===== config.mk =====
export PLATFORM = sky130hd
export DESIGN_NAME = sccb_wr_arbiter_flat
export DESIGN_NICKNAME = d
export VERILOG_FILES = /design/src/rtl/sccb_wr_arbiter_if.sv /design/src/rtl/sccb_wr_arbiter.sv /design/src/flat_wrapper.sv
export SDC_FILE = /design/constraint.sdc
export NUM_CORES = 1
export LEC_CHECK = 0
export ABC_AREA = 1
export BUFFER_PORTS_ARGS = -buffer_cell sky130_fd_sc_hd__buf_2
export CAP_MARGIN = 25
export CORE_AREA = 2 2 103 105
export DETAILED_ROUTE_END_ITERATION = 8
export DIE_AREA = 0 0 105 107
export PLACE_DENSITY = 0.84
export SLEW_MARGIN = 20
export SYNTH_ARGS = -nofsm -noshare
export SYNTH_HDL_FRONTEND = slang
export SYNTH_SLANG_ARGS = --single-unit

===== constraint.sdc =====
create_clock -name clk_25M -period 2.74 [get_ports clk_25M]
set_input_delay 0.411 -clock clk_25M [delete_from_list [all_inputs] [get_ports clk_25M]]
set_output_delay 0.411 -clock clk_25M [all_outputs]
set_load 0.01 [all_outputs]

===== src/rtl/sccb_wr_arbiter_if.sv =====
// Requester, status and engine-side signals of the shared SCCB write arbiter.
// The arbiter connects through slave; requesters and the engine use master.
interface sccb_wr_arbiter_if;
    logic        req0;
    logic [31:0] data0;
    logic        done0;
    logic        err0;
    logic        req1;
    logic [31:0] data1;
    logic        done1;
    logic        err1;
    logic [31:0] i2c_data;
    logic        i2c_start;
    logic        i2c_tr_end;
    logic        i2c_ack;
    logic        busy;
    logic [1:0]  grant;

    modport master (
        output req0, data0, req1, data1, i2c_tr_end, i2c_ack,
        input  done0, err0, done1, err1, i2c_data, i2c_start, busy, grant
    );

    modport slave (
        input  req0, data0, req1, data1, i2c_tr_end, i2c_ack,
        output done0, err0, done1, err1, i2c_data, i2c_start, busy, grant
    );
endinterface


===== src/rtl/sccb_wr_arbiter.sv =====
// Round-robin arbiter sharing one SCCB write engine between two camera config
// sequencers, with timeout watchdog and a settle gap after OV5640 soft reset.
module sccb_wr_arbiter #(
    parameter int unsigned TIMEOUT_CYC = 2500000,
    parameter int unsigned SETTLE_CYC  = 125000,
    parameter int unsigned SYNC_STAGES = 2
) (
    input  logic                 clk_25M,
    input  logic                 camera_rstn,
    sccb_wr_arbiter_if.slave     bus
);

    localparam int unsigned SW    = (SETTLE_CYC > 1) ? $clog2(SETTLE_CYC) : 1;
    localparam logic [21:0] TLAST = 22'(TIMEOUT_CYC - 1);
    localparam logic [SW-1:0] SLAST = SW'(SETTLE_CYC - 1);

    typedef enum logic [2:0] {
        IDLE,
        ISSUE,
        WAIT_END,
        WAIT_LOW,
        SETTLE
    } state_t;

    state_t                 state;
    logic                   last_grant;
    logic [21:0]            tcnt;
    logic [SW-1:0]          scnt;
    logic                   nack;
    logic                   tmo;
    logic [SYNC_STAGES-1:0] end_sync;
    logic [SYNC_STAGES-1:0] ack_sync;
    logic                   end_s;
    logic                   ack_s;
    logic                   is_swrst;
    logic                   low_exit;
    logic                   to_settle;
    logic                   complete;
    logic                   pick0;
    logic                   pick1;

    // Engine-domain handshake inputs cross into clk_25M here
    always_ff @(posedge clk_25M or negedge camera_rstn) begin
        if (!camera_rstn) begin
            end_sync <= '0;
            ack_sync <= '0;
        end else begin
            end_sync[0] <= bus.i2c_tr_end;
            ack_sync[0] <= bus.i2c_ack;
            for (int unsigned i = 1; i < SYNC_STAGES; i++) begin
                end_sync[i] <= end_sync[i-1];
                ack_sync[i] <= ack_sync[i-1];
            end
        end
    end

    assign end_s = end_sync[SYNC_STAGES-1];
    assign ack_s = ack_sync[SYNC_STAGES-1];

    always_comb begin
        is_swrst  = (bus.i2c_data[23:8] == 16'h3008) && bus.i2c_data[7];
        // After a timeout the synchronized tr_end is treated as already low
        low_exit  = (state == WAIT_LOW) && (tmo || !end_s);
        to_settle = low_exit && is_swrst && !nack && !tmo;
        complete  = (low_exit && !to_settle) ||
                    ((state == SETTLE) && (scnt == SLAST));
        pick0     = 1'b0;
        pick1     = 1'b0;
        if ((state == IDLE) && !(bus.done0 || bus.done1)) begin
            pick0 = bus.req0 && (!bus.req1 || last_grant);
            pick1 = bus.req1 && !pick0;
        end
    end

    always_ff @(posedge clk_25M or negedge camera_rstn) begin
        if (!camera_rstn) begin
            state         <= IDLE;
            last_grant    <= 1'b1;
            tcnt          <= '0;
            scnt          <= '0;
            nack          <= 1'b0;
            tmo           <= 1'b0;
            bus.i2c_data  <= '0;
            bus.i2c_start <= 1'b0;
            bus.grant     <= '0;
            bus.busy      <= 1'b0;
            bus.done0     <= 1'b0;
            bus.done1     <= 1'b0;
            bus.err0      <= 1'b0;
            bus.err1      <= 1'b0;
        end else begin
            bus.done0 <= 1'b0;
            bus.done1 <= 1'b0;
            bus.err0  <= 1'b0;
            bus.err1  <= 1'b0;

            case (state)
                IDLE: begin
                    if (pick0 || pick1) begin
                        bus.i2c_data <= pick0 ? bus.data0 : bus.data1;
                        bus.grant    <= {pick1, pick0};
                        last_grant   <= pick1;
                        bus.busy     <= 1'b1;
                        nack         <= 1'b0;
                        tmo          <= 1'b0;
                        state        <= ISSUE;
                    end
                end
                ISSUE: begin
                    bus.i2c_start <= 1'b1;
                    tcnt          <= '0;
                    state         <= WAIT_END;
                end
                WAIT_END: begin
                    if (end_s) begin
                        bus.i2c_start <= 1'b0;
                        nack          <= ack_s;
                        state         <= WAIT_LOW;
                    end else if (tcnt == TLAST) begin
                        bus.i2c_start <= 1'b0;
                        tmo           <= 1'b1;
                        state         <= WAIT_LOW;
                    end else if (tcnt != '1) begin
                        tcnt <= tcnt + 22'd1;
                    end
                end
                WAIT_LOW: begin
                    if (to_settle) begin
                        scnt  <= '0;
                        state <= SETTLE;
                    end
                end
                SETTLE: begin
                    scnt <= scnt + SW'(1);
                end
                default: state <= IDLE;
            endcase

            // Completion status is registered so it appears in the first IDLE cycle
            if (complete) begin
                state     <= IDLE;
                bus.busy  <= 1'b0;
                bus.grant <= '0;
                bus.done0 <= bus.grant[0];
                bus.done1 <= bus.grant[1];
                bus.err0  <= bus.grant[0] && (nack || tmo);
                bus.err1  <= bus.grant[1] && (nack || tmo);
            end
        end
    end

endmodule


===== src/flat_wrapper.sv =====
// flat-port wrapper written by rule: the top's interface ports become plain ports
module sccb_wr_arbiter_flat 
#(
    parameter int unsigned TIMEOUT_CYC = 2500000,
    parameter int unsigned SETTLE_CYC  = 125000,
    parameter int unsigned SYNC_STAGES = 2
)
  (clk_25M, camera_rstn, bus_req0, bus_data0, bus_req1, bus_data1, bus_i2c_tr_end, bus_i2c_ack, bus_done0, bus_err0, bus_done1, bus_err1, bus_i2c_data, bus_i2c_start, bus_busy, bus_grant);
  sccb_wr_arbiter_if bus_i ();
  input  logic clk_25M;
  input  logic camera_rstn;
  input wire logic [$bits(bus_i.req0)-1:0] bus_req0;
  input wire logic [$bits(bus_i.data0)-1:0] bus_data0;
  input wire logic [$bits(bus_i.req1)-1:0] bus_req1;
  input wire logic [$bits(bus_i.data1)-1:0] bus_data1;
  input wire logic [$bits(bus_i.i2c_tr_end)-1:0] bus_i2c_tr_end;
  input wire logic [$bits(bus_i.i2c_ack)-1:0] bus_i2c_ack;
  output wire logic [$bits(bus_i.done0)-1:0] bus_done0;
  output wire logic [$bits(bus_i.err0)-1:0] bus_err0;
  output wire logic [$bits(bus_i.done1)-1:0] bus_done1;
  output wire logic [$bits(bus_i.err1)-1:0] bus_err1;
  output wire logic [$bits(bus_i.i2c_data)-1:0] bus_i2c_data;
  output wire logic [$bits(bus_i.i2c_start)-1:0] bus_i2c_start;
  output wire logic [$bits(bus_i.busy)-1:0] bus_busy;
  output wire logic [$bits(bus_i.grant)-1:0] bus_grant;
  assign bus_i.req0 = bus_req0;
  assign bus_i.data0 = bus_data0;
  assign bus_i.req1 = bus_req1;
  assign bus_i.data1 = bus_data1;
  assign bus_i.i2c_tr_end = bus_i2c_tr_end;
  assign bus_i.i2c_ack = bus_i2c_ack;
  assign bus_done0 = bus_i.done0;
  assign bus_err0 = bus_i.err0;
  assign bus_done1 = bus_i.done1;
  assign bus_err1 = bus_i.err1;
  assign bus_i2c_data = bus_i.i2c_data;
  assign bus_i2c_start = bus_i.i2c_start;
  assign bus_busy = bus_i.busy;
  assign bus_grant = bus_i.grant;
  sccb_wr_arbiter #(.TIMEOUT_CYC(TIMEOUT_CYC), .SETTLE_CYC(SETTLE_CYC), .SYNC_STAGES(SYNC_STAGES)) u_core (.clk_25M(clk_25M), .camera_rstn(camera_rstn), .bus(bus_i));
endmodule

# [Yosys cells after proc, flatten, opt, wreduce, memory -nomap -nowiden]
# Cells that the tools add are included.
[totals] reg_bits=89 input_bits=70 out_inout_bits=40 word_cells=111
[classes] n_addsub=2 eq_ne=20 mux=34 n_reduce_logical=39
[ops] operator="$mux 22" n=3
[ops] operator="$pmux 22 s2" n=1
[ops] operator="$pmux 17 s2" n=1
[ops] operator="$mux 32" n=1
[ops] operator="$add 22x1->22 const B" n=1
[ops] operator="$eq 22x22->1 const B" n=1
[ops] operator="$ne 22x22->1 const B" n=1
[ops] operator="$add 17x1->17 const B" n=1
[ops] operator="$eq 17x17->1 const B" n=1
[ops] operator="$mux 17" n=1
[ops] operator="$eq 16x14->1 const B" n=1
[ops] operator="$mux 1" n=15
[ops] operator="$mux 3" n=5
[ops] operator="$pmux 3 s5" n=1
[ops] operator="$logic_and 1x1->1" n=12
[ops] operator="$reduce_and 4->1" n=3
[ops] operator="$ne 2x1->1 const B" n=5
[ops] operator="$reduce_bool 2->1" n=5
[ops] operator="$reduce_and 2->1" n=4
[ops] operator="$logic_not 1->1" n=7
[ops] operator="$eq 3x2->1 const B" n=2
[ops] operator="$logic_or 1x1->1" n=6
[ops] operator="$mux 2" n=3
[ops] operator="$ne 2x2->1 const B" n=3
[ops] operator="other kinds (8)" n=11

# [Logic depth before layout (Yosys ltp)]
[depth] depth_word=11 depth_mapped=12 depth_no_buf=12

# [Worst setup path after synthesis]
# OpenSTA, ideal clock, no wires.
[synth_path] path_type="register -> register" startpoint="register u_core.tcnt[0]" endpoint="register u_core.tcnt[11]" arrival_time_ps=1582 required_time_ps=2624 setup_slack_ps=1042 stages_incl_launch_ff=12 period_less_slack_ps=1698 path_cell_list="dfrtp_1 -> ha_1 -> nand2_1 -> nor2_4 -> nand2_2 -> nor2_4 -> nand3_2 -> nand3_4 -> inv_4 -> buf_6 -> nand2_2 -> nand2_1"
[synth_via] elab_chain_len=5 elab_cells_between_ends=10 cone_classes="add/sub (1); eq/ne (4); mux (4); reduce/logical (1)"
[synth_rtl] item="from (decl)" line_no="sccb_wr_arbiter.sv:27" rtl="logic [21:0] tcnt;"
[synth_rtl] item="from (signal assigned)" line_no="sccb_wr_arbiter.sv:124" rtl="tcnt <= tcnt + 22'd1;"
[synth_rtl] item="$add 22x1->22" line_no="sccb_wr_arbiter.sv:124"
[synth_rtl] item="$mux 22" line_no="sccb_wr_arbiter.sv:123" rtl="end else if (tcnt != '1) begin"
[synth_rtl] item="$mux 22" line_no="sccb_wr_arbiter.sv:119" rtl="end else if (tcnt == TLAST) begin"
[synth_rtl] item="$mux 22" line_no="sccb_wr_arbiter.sv:115" rtl="if (end_s) begin"
[synth_rtl] item="$pmux 22 s2" line_no="sccb_wr_arbiter.sv:97" rtl="case (state)"
# Parallel ways exist; a longest one is shown, timed or not. The select of a mux whose other input is x is not followed.
# A chain may end at the register's enable or synchronous reset.

# [Worst setup path after layout]
[layout_path] startpoint="register u_core.tcnt[0]" endpoint="register u_core.tcnt[16]"
# The elaborated chain is that of the path after synthesis.

==> out/results.txt <==
The first routing iteration left 305 violations. The wire length of the first global-routing pass came out at 21.47 mm. For this design the ratio of total power to cell area is 803.0 mW/mm².

The run gives 460.2 MHz as the maximum clock rate. Most prevalent standard cell on the critical path: sky130_fd_sc_hd__nand2_1. The number of nets in the synthesized netlist is 744.

The run gives 0.01009 mm² as the core area. The run gives 0.4949 as the initial core utilization. The wire-length estimate of the detail-placed layout is 9.416 mm. Data on the critical path is required at its endpoint by 2.99 ns.

The count of inserted antenna diode cells came out at 0. The count of buffers inserted at the top-level ports works out to 109. Fill cells in the final layout number 992. Largest buffer count on any clock path: 2.

After synthesis, the largest family of logic cells by area is simple AND/OR/NAND/NOR gates. Height of the die: 107 µm. The netlist uses 37 different library cells. The tools report the launching instance or port of the critical path as u_core.tcnt[0]$_DFFE_PN0P_. Following the worst setup path forward leads to its endpoint at u_core.tcnt[16]$_DFFE_PN0P_. Synthesis produced 672 cells. The total overflow left after global routing is 0. The xor-xnor portion of the synthesized cell area works out to 0.02455. For the clock insertion delay at the later pin of the skew report, the log shows 0.36 ns. The register area share after synthesis was 0.4461; the synthesis-to-layout area growth was 16.16%.

In the final layout, flip-flops and latches occupy 0.002228 mm². The run gives 0.01124 mm² as the die area. The static leakage came out at 2.636 nW.

The total global routing track utilization was 0.2340. The run gives 0 as the number of antenna violations at the first check in global routing. Layout cell share with drive strength beyond 1: 0.2167.

Cell area after synthesis: 0.004995 mm². The end-of-flow core utilization was 0.5749. The design internal power was 2.619 mW. Across the VDD grid, the largest voltage drop is 0.6139 mV. Before antenna repair, the detailed router went through 5 iterations. The chip width was 105 µm; the number of cells on the worst reg-to-reg path was 10. STA puts the critical path data arrival time at 2.42 ns.

The logs give 4,534 for the number of global-route vias before repair and 0 for the post-CTS resize count. The wire length per cell works out to 13.79 µm. Traced cell by cell, the critical path runs through ha_1, nand2_1, nor2_4, nand2_2, nor2_4, nand3_2, nand3_4, inv_4, nand2_1, nand2_1. The post-route fraction of the period consumed by the critical path is 0.7930. The post-synthesis share of cell area spent on full adders, half adders and majority gates was 0.005010; the number of pins exceeding their max-slew limit in the final report was 0. The area share of and/or/nand/nor cells after synthesis was 0.3279; the count of max-cap constraint violations was 0. Summing over every cut layer, the via total after detailed routing is 4,910. The slew at the pin closest to its max-slew limit is 0.6281 ns. Kind of end point of the critical path: a flop.

The tools report the number of failing hold endpoints at the final stage as 0. The worst register-to-register path has a setup slack of 0.57 ns. The logs give 0 for the DRC violation count after routing and 0 for the number of nets with antenna violations after routing.

The endpoint identified for the worst register-to-register timing path is u_core.tcnt[16]$_DFFE_PN0P_. Final critical-path required period: 2.173 ns. The slowest stage cell on the critical path was sky130_fd_sc_hd__dfrtp_1.

Once placement finished, the instance area stood at 0.005632 mm². The worst setup path is of the reg -> reg kind. In this run the critical register-to-register path is launched from u_core.tcnt[0]$_DFFE_PN0P_. The flow ran to the end, and the final reports show no timing, DRC or antenna violations.

The post-layout total power was 4.659 mW; the number of synthesized register bits was 89. Summed over all layers, the routed wires come to 12.63 mm. In this run, CTS created clock tree buffers numbering 9. The layout net count was 847; the number of sinks handled by clock tree synthesis was 89. The largest total area in the synthesized netlist belongs to sky130_fd_sc_hd__dfrtp_1. Setup violation total in the final timing report: 0.

Post-route cell area: 0.005802 mm². Largest fanout on the critical path: 31. Clock tree synthesis selected as its root buffer the cell sky130_fd_sc_hd__clkbuf_8. The switching part of the total power is 0.4378, and the portion of total power attributed to the clock network is 0.174. At the end of routability-driven placement, the weighted congestion stood at 0.8820.

TritonCTS built the clock tree. The number of warnings reported in the yosys synthesis log was 0; the maximum number of pins on one net before global-route repair was 50. After clock tree synthesis, the setup repair step added 0 buffers. Clock-pin slew was measured on the worst setup and hold paths at 0.09 ns. For the final database, setup skew stands at 0.007135 ns. The logs give 37 for the cell row count and 0.5798 for the worst slew slack as a fraction of its limit. Setup repair after global routing left no endpoint under its margin. The tools report the area used by multi-input combinational logic as 0.002395 mm². The run gives 0.407 as the power share of the sequential group. On the worst path, the slowest cell contributes a delay of 0.47 ns. The total of hold buffers inserted after clock tree synthesis came out at 0.

The worst hold path belongs to the class in -> async. The multiplexer area fraction after synthesis is 0, and the I/O pin total is 110. The average via count per standard cell came out at 5.360. The tools report the critical path startpoint category as a flop. The combinational power share is 0.418. The share of Yosys cell area claimed by the top area cell type works out to 0.4409. For the sum of negative setup slack, the log shows 0 ns.

By area the synthesized netlist is led by sky130_fd_sc_hd__dfrtp_1, sky130_fd_sc_hd__nand2_1, sky130_fd_sc_hd__nor2_1, sky130_fd_sc_hd__a21oi_1, sky130_fd_sc_hd__nand3_1. The H-tree was split into 3 levels. Summed over all nets, the switching power comes to 2.039 mW.

The complex-gate fraction of the synthesized area was 0.1220; the average cell area after synthesis was 7.433 µm².
[metal layers]
layer / GRT usage / wire length [µm] / up-vias
li1: - / - / 2394
met1: 0.3152 / 5410 / 2290
met2: 0.3822 / 6076 / 208
met3: 0.05046 / 956 / 18
met4: 0.06762 / 189 / 0
met5: 0 / 0 / -
[kinds of logic after synthesis]
kind of cell | Yosys count
flops | 89
fa+ha+maj | 2
xor+xnor | 14
buf+inv | 85
simple gates | 370
compound gates | 112
[worst max-delay path, delay by kind of cell, from the launching register on]
kind | cells | cell delay [ns]
simple gates | 8 | 1.15
flops | 1 | 0.47
fa+ha+maj | 1 | 0.29
buf+inv | 1 | 0.16
[registers in the layout (all words and copies together), names as in the netlist, 2 cells and up]
name	cells
u_core.ack_sync	2
u_core.bus.grant	2
u_core.bus.i2c_data	32
u_core.end_sync	2
u_core.scnt	17
u_core.state	3
u_core.tcnt	22
[stage by stage]
stage,setup slack (ns),std cells,hold slack [ns]
after floorplan,1.042,672,0.1154
after global placement,0.6362,900,0.3344
after detailed placement,0.6064,900,0.3418
after CTS,0.5775,916,0.03348
after global routing,0.4035,916,0.04899
final,0.5672,916,0.03066
[layout by cell type, fill, tap and decap left out, types with 2 or more instances in the layout]
| cell type | instances |
|---|---|
| sky130_fd_sc_hd__nor2_1 | 113 |
| sky130_fd_sc_hd__nand4_1 | 12 |
| sky130_fd_sc_hd__inv_1 | 55 |
| sky130_fd_sc_hd__dfrtp_1 | 88 |
| sky130_fd_sc_hd__inv_2 | 6 |
| sky130_fd_sc_hd__a21oi_1 | 71 |
| sky130_fd_sc_hd__a22oi_1 | 8 |
| sky130_fd_sc_hd__buf_2 | 108 |
| sky130_fd_sc_hd__clkbuf_8 | 9 |
| sky130_fd_sc_hd__o22ai_1 | 2 |
| sky130_fd_sc_hd__nand3_2 | 2 |
| sky130_fd_sc_hd__buf_4 | 5 |
| sky130_fd_sc_hd__xor2_1 | 13 |
| sky130_fd_sc_hd__ha_1 | 2 |
| sky130_fd_sc_hd__o21ai_0 | 14 |
| sky130_fd_sc_hd__nor2_4 | 5 |
| sky130_fd_sc_hd__nand3b_1 | 2 |
| sky130_fd_sc_hd__o21ai_1 | 10 |
| sky130_fd_sc_hd__nand3_1 | 62 |
| sky130_fd_sc_hd__nand2_2 | 17 |
| sky130_fd_sc_hd__nand2_1 | 140 |
| sky130_fd_sc_hd__clkinv_2 | 3 |
| sky130_fd_sc_hd__nor3_1 | 13 |
| sky130_fd_sc_hd__o21ai_2 | 2 |
| sky130_fd_sc_hd__clkinvlp_4 | 2 |
[power groups by stage]
stage	logic [mW]	clock network [mW]	registers (mW)
2_1_floorplan	1.30	0	2.00
6_report	1.95	0.811	1.90
3_3_place_gp	1.90	0	1.91
5_1_grt	2.21	0.871	1.94
4_1_cts	1.96	0.828	1.89
3_5_place_dp	1.96	0	1.91
[worst min path at each step]
stage,cells past startpoint,startpoint,to,slack (ns)
after floorplan,0,camera_rstn,u_core.ack_sync[0]$_DFF_PN0_,0.12
after global placement,0,u_core.end_sync[0]$_DFF_PN0_,u_core.end_sync[1]$_DFF_PN0_,0.33
after detailed placement,0,u_core.end_sync[0]$_DFF_PN0_,u_core.end_sync[1]$_DFF_PN0_,0.34
after CTS,1,camera_rstn,u_core.tcnt[2]$_DFFE_PN0P_,0.03
after global routing,1,camera_rstn,u_core.tcnt[18]$_DFFE_PN0P_,0.05
final,1,camera_rstn,u_core.tcnt[20]$_DFFE_PN0P_,0.03
[cell type report]
class,instances,area share
Multi-Input combinational cell,498,0.4128
Sequential cell,89,0.3841
Timing Repair Buffer,114,0.1031
Inverter,63,0.04141
Tap cell,136,0.02933
Clock buffer,10,0.02200
Clock inverter,6,0.007332
[synth_stat cells (all sizes together)]
library cell / count
ha: 2
a21boi: 1
o22ai: 2
nand3: 65
a21o: 1
o31ai: 1
nor2: 119
inv: 62
nand3b: 2
dfrtp: 88
clkbuf: 7
nand2: 157
clkinv: 1
buf: 15
or2: 1
a21oi: 71
a22oi: 8
dfstp: 1
o21ai: 26
nand4: 12
xnor2: 1
a22o: 1
nor3: 14
xor2: 13
o32ai: 1
Power figures use the tool's default switching activity.
